<file path="src/rtl/alu_exec_unit.sv">
// ALU execution unit: single-cycle logic/arith/shift ops plus iterative unsigned
// MULT/DIV into HI/LO, with a start/busy/done handshake for datapath stalls.
module alu_exec_unit #(
  parameter int WIDTH = 32
) (
  input  logic             clk,
  input  logic             rst_n,
  input  logic             alu_start,
  input  logic [3:0]       alu_op,
  input  logic [WIDTH-1:0] alu_a,
  input  logic [WIDTH-1:0] alu_b,
  input  logic [4:0]       alu_shamt,
  output logic [WIDTH-1:0] alu_result,
  output logic             alu_zero,
  output logic [WIDTH-1:0] alu_hi,
  output logic [WIDTH-1:0] alu_lo,
  output logic             alu_busy,
  output logic             alu_done,
  output logic             alu_div_zero
);

  localparam int CNT_W = $clog2(WIDTH);
  localparam logic [3:0] OP_MULT = 4'b1000;
  localparam logic [3:0] OP_DIV  = 4'b1001;

  typedef enum logic [1:0] {IDLE, MUL, DIV, FIN} state_t;

  state_t           state_q, state_d;
  logic [CNT_W-1:0] cnt_q;
  logic             accept;
  logic             last_step;
  logic             long_op;

  logic [WIDTH-1:0] work_hi_q, work_lo_q, opnd_b_q;
  logic             is_div_q;
  logic             b_zero;
  logic [WIDTH:0]   mul_sum, div_trial;
  logic [WIDTH-1:0] fin_hi, fin_lo;

  function automatic logic [WIDTH-1:0] single_op(input logic [3:0]       op,
                                                 input logic [WIDTH-1:0] a,
                                                 input logic [WIDTH-1:0] b,
                                                 input logic [4:0]       sh);
    logic signed [WIDTH-1:0] sa, sb;
    logic [WIDTH-1:0]        r;
    sa = a;
    sb = b;
    case (op)
      4'b0000: r = a & b;
      4'b0001: r = a | b;
      4'b0010: r = a + b;
      4'b0110: r = a - b;
      4'b1010: r = a ^ b;
      4'b0111: r = (sa < sb) ? WIDTH'(1) : '0;
      4'b1100: r = b << sh;
      4'b1101: r = b >> sh;
      default: r = '0;
    endcase
    return r;
  endfunction

  assign accept    = alu_start && (state_q == IDLE);
  assign long_op   = (alu_op == OP_MULT) || (alu_op == OP_DIV);
  assign last_step = (cnt_q == CNT_W'(WIDTH - 1));
  assign alu_busy  = (state_q == MUL) || (state_q == DIV);
  assign b_zero    = (opnd_b_q == '0);

  always_ff @(posedge clk or negedge rst_n) begin
    if (!rst_n) begin
      state_q <= IDLE;
      cnt_q   <= '0;
    end else begin
      state_q <= state_d;
      cnt_q   <= accept ? '0 : cnt_q + CNT_W'(1);
    end
  end

  always_comb begin
    state_d = state_q;
    case (state_q)
      IDLE: if (accept && alu_op == OP_MULT)     state_d = MUL;
            else if (accept && alu_op == OP_DIV) state_d = DIV;
      MUL:  if (last_step) state_d = FIN;
      DIV:  if (last_step) state_d = FIN;
      FIN:  state_d = IDLE;
      default: state_d = IDLE;
    endcase
  end

  // Iteration step: multiplier/dividend shifts through work_lo, partial sums in work_hi
  always_comb begin
    mul_sum   = {1'b0, work_hi_q} + (work_lo_q[0] ? {1'b0, opnd_b_q} : '0);
    div_trial = {work_hi_q, work_lo_q[WIDTH-1]} - {1'b0, opnd_b_q};
    fin_hi    = work_hi_q;
    fin_lo    = work_lo_q;
    if (is_div_q && b_zero) begin
      fin_hi = work_lo_q;
      fin_lo = '1;
    end
  end

  always_ff @(posedge clk) begin
    if (accept) begin
      work_hi_q <= '0;
      work_lo_q <= alu_a;
      opnd_b_q  <= alu_b;
      is_div_q  <= (alu_op == OP_DIV);
    end else if (state_q == MUL) begin
      work_hi_q <= mul_sum[WIDTH:1];
      work_lo_q <= {mul_sum[0], work_lo_q[WIDTH-1:1]};
    end else if (state_q == DIV && !b_zero) begin
      // Divide-by-zero leaves the dividend parked in work_lo for the remainder
      if (!div_trial[WIDTH]) begin
        work_hi_q <= div_trial[WIDTH-1:0];
        work_lo_q <= {work_lo_q[WIDTH-2:0], 1'b1};
      end else begin
        work_hi_q <= {work_hi_q[WIDTH-2:0], work_lo_q[WIDTH-1]};
        work_lo_q <= {work_lo_q[WIDTH-2:0], 1'b0};
      end
    end
  end

  always_ff @(posedge clk or negedge rst_n) begin
    if (!rst_n) begin
      alu_result   <= '0;
      alu_zero     <= 1'b0;
      alu_hi       <= '0;
      alu_lo       <= '0;
      alu_done     <= 1'b0;
      alu_div_zero <= 1'b0;
    end else begin
      alu_done <= 1'b0;
      if (accept) begin
        alu_div_zero <= 1'b0;
        if (!long_op) begin
          alu_result <= single_op(alu_op, alu_a, alu_b, alu_shamt);
          alu_zero   <= (single_op(alu_op, alu_a, alu_b, alu_shamt) == '0);
          alu_done   <= 1'b1;
        end
      end else if (state_q == FIN) begin
        alu_hi       <= fin_hi;
        alu_lo       <= fin_lo;
        alu_result   <= fin_lo;
        alu_zero     <= (fin_lo == '0);
        alu_done     <= 1'b1;
        alu_div_zero <= is_div_q && b_zero;
      end
    end
  end

endmodule
</file>
<file path="config.mk">
export PLATFORM = sky130hd
export DESIGN_NAME = alu_exec_unit
export DESIGN_NICKNAME = d
export VERILOG_FILES = /design/src/rtl/alu_exec_unit.sv
export SDC_FILE = /design/constraint.sdc
export NUM_CORES = 1
export LEC_CHECK = 0
export CAP_MARGIN = 20
export CORE_ASPECT_RATIO = 1.5
export CORE_MARGIN = 10
export CORE_UTILIZATION = 55
export DETAILED_ROUTE_END_ITERATION = 6
export PLACE_DENSITY = 0.79
export SYNTH_ARGS = -nofsm -noshare
export SYNTH_HDL_FRONTEND = slang
export SYNTH_SLANG_ARGS = --single-unit
</file>
<file path="constraint.sdc">
create_clock -name clk -period 9.5 [get_ports clk]
set_clock_uncertainty 0.15 [all_clocks]
set_input_delay 0.95 -clock clk [delete_from_list [all_inputs] [get_ports clk]]
set_output_delay 0.95 -clock clk [all_outputs]
set_load 0.02 [all_outputs]
</file>
* Word level (Yosys, flattened, before mapping) *
Cells that the tools add are included.

cells by class
  $add $sub $neg = 5
  magnitude comparators = 1
  eq/ne operators = 16
  shifts and indexed selects = 2
  mux-type cells = 29
  bitwise gates (word level) = 4
  reductions and logical operators = 20

operator list
  cell                   number
  $mux W32               13
  $pmux W32 S8           1
  $logic_not A32 Y1      3
  $add A32 B32 Y33       1
  $sub A33 B32 Y33       1
  $add A32 B32 Y32       1
  $and A32 B32 Y32       1
  $lt A32 B32 Y1         1
  $or A32 B32 Y32        1
  $shl A32 B5 Y32        1
  $shr A32 B5 Y32        1
  $sub A32 B32 Y32       1
  $xor A32 B32 Y32       1
  $eq A4 B4 Y1 const B   5
  $mux W1                10
  $eq A4 B3 Y1 const B   2
  $mux W2                3
  $pmux W2 S3            1
  $reduce_and A2 Y1      3
  $add A5 B1 Y5 const B  1
  $eq A5 B5 Y1 const B   1
  $logic_and A1 B1 Y1    5
  $mux W5                1
  $eq A2 B2 Y1 const B   2
  other kinds (14)       16

word-level totals
  register bits = 203
  output and inout port bits = 100
  word-level logic and storage cells = 89

* Longest topological paths before layout *
Gate-level depths: netlist (run 1).

  word-level depth = 8
  depth in mapped cells = 17
  depth with buffers taken out = 16

* Worst setup path before layout (run 1) *
Ideal clock, no wire load.

  kind = input to register
  start point = input alu_b[12]
  end point = register alu_zero
  setup time = 0.076 ns
  data arrival time = 4.324 ns
  data required time = 9.274 ns
  path slack = 4.950 ns
  stages on the path = 15
  cells stage by stage = clkbuf_1 > inv_1 > ha_1 > clkbuf_1 > nor3_1 > nand4_1 > a21oi_1 > o31ai_1 > a211oi_1 > o32ai_1 > nor3_1 > a311o_1 > or4_1 > or4_1 > o21ai_1

between the ends
  word-level cells in the longest chain between the ends = 8
  elaborated cells between the ends (all ways) = 15

RTL lines
  item                   RTL line  RTL
  start, declared        11        input logic [WIDTH-1:0] alu_b,
  $lt A32 B32 Y1         54        4'b0111: r = (sa < sb) ? WIDTH'(1) : '0;
  $mux W1                54
  $pmux W32 S8 (*)       48        case (op)
  $mux W32 (*)           135       if (!long_op) begin
  $mux W32 (*)           133       if (accept) begin
  $logic_not A32 Y1 (*)  137       alu_zero <= (single_op(alu_op, alu_a, alu_b, alu_shamt) == '0);
  $mux W1 (*)            135
  $mux W1 (*)            133
  end signal, assigned   137
  end signal, assigned   144       alu_zero <= (fin_lo == '0);
  end, declared          14        output logic alu_zero,

Mark *: on every way between the ends. The rest lies on a longest branch, timed or not. The select of a mux whose other input is x is not followed.
A chain may end at the register's enable or synchronous reset.

* Final worst setup path (run 1) *
  start point = input alu_b[9]
  end point = register alu_zero

The elaborated chain is that of the path after synthesis.

==> results.json, run 1 <==
{
  "status": "complete, but fails checks",
  "violations": "design-rule violations",
  "seqCellArea_mm2": 0.00525,
  "wl_per_cell_um": 30.6,
  "finalMaxSlewViolations": 0,
  "ioPinCount": 176,
  "final_common_cell": "nor2_1",
  "syn_nets": 2976,
  "die_area_mm2": 0.0480,
  "hold_path_class": "input port to async pin",
  "synth_ff_type": "dfrtp_1",
  "die_h_um": 263,
  "synth_area_leaders": "dfrtp_1, ha_1, edfxtp_1",
  "grt_pass1_wl_mm": 149,
  "final.setup.tns_ns": 0,
  "final_cell_mix": "nor2_1, a21oi_1, nand2_1",
  "cts_resized": 0,
  "postSynthAreaPerCell_um2": 7.99,
  "netlist_instances": 2718,
  "cp.required_ns": 9.77,
  "syn_to_final_growth_pct": 12.4,
  "slew_headroom": 0.167,
  "io_buffers": 175,
  "fin_crit_ns": 6.43,
  "drive_gt1_frac": 0.0656,
  "rows": 89,
  "hold_violations": 0,
  "critPathLaunch": "alu_b[9]",
  "end_kind": "flop",
  "dp_hpwl_mm": 77.0,
  "ant_nets": 0,
  "clk_path_buf_depth": 3,
  "via_per_inst": 7.14,
  "synthMuxAreaShare": 0.119,
  "clk_pin_slew_ns": 0.07,
  "slowest_delay_ns": 0.97,
  "synthXorXnorAreaFrac": 0.0335,
  "synth_seq_cells": 203,
  "tritoncts": "yes",
  "grt_remaining_overflow": 0,
  "start_util": 0.554,
  "cp-start-kind": "input port",
  "yosysSeqAreaShare": 0.242,
  "path_cells": "clkdlybuf4s50_1 -> inv_1 -> ha_1 -> inv_1 -> o221ai_1 -> and3_1 -> or3_1 -> o311ai_0 -> a31oi_1 -> o21ai_0 -> a21oi_1 -> o32a_1 -> or4_1 -> or4_1 -> o21ai_1",
  "fillCellCount": 3290,
  "fin_util": 0.622,
  "cts_max_level": 1,
  "grt.total_usage": 0.402,
  "clock-sinks": 203,
  "synth_edf_count": 65,
  "worst_path_max_delay_cell": "clkdlybuf4s50_1",
  "ys_types": 93,
  "rsz0062_at_grt": "no",
  "antenna_found_initial": 2,
  "grt_pass1_vias": 23167,
  "cts_hold_buffers": 0,
  "cts_setup_buffers": 0,
  "core_area_mm2": 0.0392,
  "reg2reg_from": "work_lo_q[31]",
  "synth_compound_area_frac": 0.253,
  "worst_slew_pin_slew_ns": 1.24,
  "yosysWarnings": 0,
  "n_antenna_cell": 0,
  "gp_congestion": 1.04,
  "ir_drop_mv": 0.316,
  "synth_top_area_share": 0.122,
  "cp.arrival_ns": 6.70,
  "clk_latency_ns": 0.52,
  "fin_nets": 3049,
  "finalCritPeriodShare": 0.676,
  "setup_viol": 0,
  "powerDensity_mw_per_mm2": 283,
  "worst-path-max-fanout": 10,
  "synth_top_family_by_area": "compound AO/OA/AOI/OAI gates",
  "dr.pass1.iters": 7,
  "drt_iter0_markers": 3004,
  "drc": 21,
  "multi_input_area_mm2": 0.0150,
  "critical_path_class": "input port to flop",
  "synthArstFlopShare": 0.522,
  "fp.dieW_um": 182,
  "wl_mm": 101,
  "leakagePower_uw": 0.0102,
  "synth.largest_area_cell": "dfrtp_1",
  "synth_fa_ha_area_frac": 0.106,
  "synthSimpleGateAreaFrac": 0.177,
  "cap_violations": 0,
  "grt_max_degree": 90,
  "num_vias": 23592,
  "max_freq_mhz": 156,
  "cts_root_buffer": "clkbuf_16",
  "cts_buffers": 21,
  "synth_area_mm2": 0.0217
}
## kinds of logic (layout without fill, tap and decap cells)
kind of cell,Yosys count,after routing
compound gates,861,861
flops,203,203
fa+ha+maj,182,182
xor+xnor,83,83
simple gates,835,835
buf+inv,352,439
mux,202,202
## flip-flops by register name (all words and copies together) (netlist names), 2 cells and up
name and flops:
alu_hi 32, alu_lo 32, alu_result 32, cnt_q 5, opnd_b_q 32, state_q 2
work_hi_q 32, work_lo_q 32
## cells in the mapped netlist (all sizes together) (43+ instances only)
cell type,instances
a211oi,50
a21oi,259
and2,43
buf,58
clkbuf,122
dfrtp,106
edfxtp,65
ha,178
inv,170
mux2i,141
nand2,221
nor2,311
nor3,54
o21ai,197
xnor2,59
## report_power, final
group          internal [µW]  switching, µW
combinational           1640           2590
sequential              1380            470
clock                    442            385
total                   3460           3440
## per-layer routing
metal / part of all wire / vias to the layer above / GRT usage
met2: 0.48 / 1759 / 0.676
met5: 0.00028 / - / 0
met3: 0.091 / 470 / 0.0644
li1: - / 10098 / -
met1: 0.34 / 11261 / 0.447
met4: 0.090 / 4 / 0.307
## worst max-delay path: cells and delay by family
kind                       cells  cell delay, ns
buffers and inverters          3            1.55
AOI/OAI and AO/OA              7            1.95
adders and majority gates      1            0.53
and+or+nand+nor                4            1.72
## final cells by class
| type | count | area share |
|---|---|---|
| inverters | 171 | 0.0264 |
| clock buffers | 25 | 0.0222 |
| repair buffers | 231 | 0.0893 |
| multi-input cells | 2163 | 0.617 |
| clock inverters | 12 | 0.00457 |
| well taps | 500 | 0.0257 |
| flip-flops and latches | 203 | 0.215 |
## final timing paths
kind,to,slack (ns),cells past startpoint
worst max register to register,work_hi_q[4],4.55,17
worst min register to register,cnt_q[0],0.32,1
worst max-delay path,alu_zero,3.07,15
min in group clk,cnt_q[0],0.32,1
worst min-delay path,alu_hi[21],0.27,1
max in group asynchronous,alu_lo[5],7.57,2
## per-stage QoR
stage               cells  total power [µW]  instance area (µm²)  worst slack (ns)  hold slack, ns
finish               3305              6900                24400              3.07           0.269
global route         3305              7240                24400              2.92           0.305
CTS                  3302              6730                24300              3.32           0.281
detailed placement   3265              5870                23700              2.82           0.306
global placement     3265              5700                23700              2.79           0.297
floorplan            2718              4350                21700              4.95           0.282
No activity file was read; power rests on OpenSTA's default activity.
==> run 2: changes to the inputs <==
--- a/config.mk
+++ b/config.mk
@@ -10,7 +10,7 @@
 export CORE_MARGIN = 10
 export CORE_UTILIZATION = 55
 export DETAILED_ROUTE_END_ITERATION = 6
-export PLACE_DENSITY = 0.79
+export PLACE_DENSITY = 0.82
 export SYNTH_ARGS = -nofsm -noshare
 export SYNTH_HDL_FRONTEND = slang
 export SYNTH_SLANG_ARGS = --single-unit
==> constraint.sdc (replaced) <==
create_clock -name clk -period 5.6 [get_ports clk]
set_clock_uncertainty 0.15 [all_clocks]
set_input_delay 0.56 -clock clk [delete_from_list [all_inputs] [get_ports clk]]
set_output_delay 0.56 -clock clk [all_outputs]
set_load 0.02 [all_outputs]
==> run 2 against run 1 <==
- the run still ends with design-rule violations left
- first-iteration DRC count up 6.1%
- clock power rose by 88%
- routed wire length up 1.6%
- worst setup slack got worse by 2.7 ns
- global-route usage increased by 0.93 points
- count of clock-buffer cells in the layout rose by 4
- combinational power grew 71%
- utilization grew 2.3 points
- worst hold slack got worse by 0.26 ns
- register-to-register slack got worse by 4.2 ns
- final area is 3.8% higher
- critical path type is now flop to flop
- largest power group unchanged
==> results.json, run 2 (synthesis results as in run 1) <==
{
  "setup_viol": 0,
  "seqCellArea_mm2": 0.00525,
  "syn_to_final_growth_pct": 16.6,
  "clk_latency_ns": 0.55,
  "use_met3": 0.0806,
  "dp_hpwl_mm": 79.8,
  "gp_congestion": 1.15,
  "status": "complete, but fails checks",
  "drive_gt1_frac": 0.0994,
  "finalMaxSlewViolations": 0,
  "cts_resized": 0,
  "hold_violations": 0,
  "grt_remaining_overflow": 0,
  "clock-sinks": 203,
  "ir_drop_mv": 0.847,
  "rows": 89,
  "fin_nets": 3148,
  "core_area_mm2": 0.0392,
  "powerDensity_mw_per_mm2": 470,
  "worst_path_max_delay_cell": "a2bb2oi_1",
  "rrSetupSlack_ns": 0.33,
  "cp.arrival_ns": 5.57,
  "cp.required_ns": 5.90,
  "path_cells": "inv_1 -> ha_1 -> fa_1 -> nor2b_1 -> o21ai_0 -> a21boi_0 -> o221a_2 -> a2bb2oi_1 -> o21ai_0 -> o31ai_1 -> a21oi_1 -> xor2_2 -> buf_12 -> or3_1 -> a31oi_1 -> o2bb2ai_1",
  "gr-usage-met2": 0.690,
  "slew_headroom": 0.209,
  "ff2ff_path_depth": 16,
  "antenna_found_initial": 4,
  "clk_path_buf_depth": 3,
  "cp_common_cell": "o21ai_0",
  "tritoncts": "yes",
  "die_h_um": 263,
  "stdcell_area_mm2": 0.0253,
  "worst-path-buf-inv": 2,
  "num_vias": 23913,
  "io_buffers": 175,
  "regToRegEndpoint": "work_hi_q[4]",
  "max_freq_mhz": 190,
  "cts_buffers": 22,
  "hold_path_class": "input port to async pin",
  "rsz0062_at_grt": "no",
  "grt_pass1_wl_mm": 152,
  "ant_nets": 0,
  "cts_hold_buffers": 0,
  "grt_util_met1": 0.439,
  "cts_setup_buffers": 0,
  "final_common_cell": "nor2_1",
  "slowest_delay_ns": 0.58,
  "grt_pass1_vias": 23548,
  "wl_per_cell_um": 30.1,
  "finalCritPeriodShare": 0.942,
  "reg2reg_from": "work_lo_q[31]",
  "cts_root_buffer": "clkbuf_16",
  "cap_violations": 0,
  "leakagePower_uw": 0.0107,
  "multi_input_area_mm2": 0.0150,
  "fillCellCount": 3339,
  "ioPinCount": 176,
  "wl_mm": 103,
  "drt_iter0_markers": 3188,
  "die_area_mm2": 0.0480,
  "via_per_inst": 7.01,
  "end_kind": "flop",
  "drc": 1,
  "start_util": 0.554,
  "critPathTopFamily": "compound AO/OA/AOI/OAI gates",
  "cp-start-kind": "flop",
  "final.setup.tns_ns": 0,
  "fin_crit_ns": 5.27,
  "cts_max_level": 1,
  "clk_pin_slew_ns": 0.07,
  "busiest_layer": "met2",
  "final_cell_mix": "nor2_1, a21oi_1, nand2_1",
  "grt.total_usage": 0.412,
  "violations": "design-rule violations",
  "dr.pass1.iters": 7,
  "critical_path_class": "flop to flop",
  "worst-path-max-fanout": 36,
  "placed_cell_area_mm2": 0.0245,
  "worst_slew_pin_slew_ns": 1.18,
  "grt_max_degree": 79,
  "fp.dieW_um": 182
}
==> run 2: cell types whose count changed in the layout (fill, tap and decap cells not counted), moves of 2 or more <==
cell	previous run	this run
clkbuf_16	21	23
diode_2	0	3
buf_4	55	148
buf_12	0	8
clkbuf_8	0	2
clkinv_1	3	1
==> run 2: worst reg2reg max path: stages, from the launching register on <==
cell	delay (ns)
edfxtp_1	0.48
inv_1	0.20
ha_1	0.28
fa_1	0.44
nor2b_1	0.13
o21ai_0	0.13
a21boi_0	0.38
o221a_2	0.31
a2bb2oi_1	0.58
o21ai_0	0.35
o31ai_1	0.42
a21oi_1	0.23
xor2_2	0.21
buf_12	0.20
or3_1	0.41
a31oi_1	0.19
o2bb2ai_1	0.13
==> run 2: worst max path at each step <==
stage               slack [ns]           from           end  depth (start not counted)
floorplan                 1.44      alu_b[12]      alu_zero                         15
global placement          0.21       alu_b[0]      alu_zero                         16
detailed placement        0.13       alu_a[6]      alu_zero                         15
CTS                       0.47  work_lo_q[31]  work_hi_q[4]                         16
global route              0.10  work_lo_q[31]  work_hi_q[7]                         16
finish                    0.33  work_lo_q[31]  work_hi_q[4]                         16
==> run 2: cell type report <==
cell class | count | area share
repair buffers | 329 | 0.118
multi-input cells | 2163 | 0.595
well taps | 500 | 0.0247
clock inverters | 11 | 0.00504
diodes | 3 | 0.000297
flip-flops and latches | 203 | 0.207
clock buffers | 29 | 0.0244
inverters | 171 | 0.0255
==> run 2: report_power, final <==
group	internal, µW	total [µW]	switching [µW]
Combinational	2870	7220	4350
Sequential	2340	3130	789
Clock	881	1550	666
Total	6090	11900	5800
==> run 2: metal layers <==
metal	vias up	wire (µm)
li1	10304	-
met1	11358	33900
met2	1741	49100
met3	508	9540
met4	2	10100
met5	-	13
==> run 2: per-stage QoR <==
stage / power (µW) / utilization / cells / worst slack [ns] / hold WS, ns
floorplan: 7390 / - / 2718 / 1.44 / 0.114
global placement: 9840 / 0.626 / 3366 / 0.214 / 0.296
detailed placement: 10100 / 0.626 / 3366 / 0.134 / 0.323
CTS: 11700 / 0.645 / 3406 / 0.469 / 0.0447
global route: 12500 / 0.645 / 3407 / 0.100 / 0.0688
finish: 11900 / 0.646 / 3409 / 0.326 / 0.00686
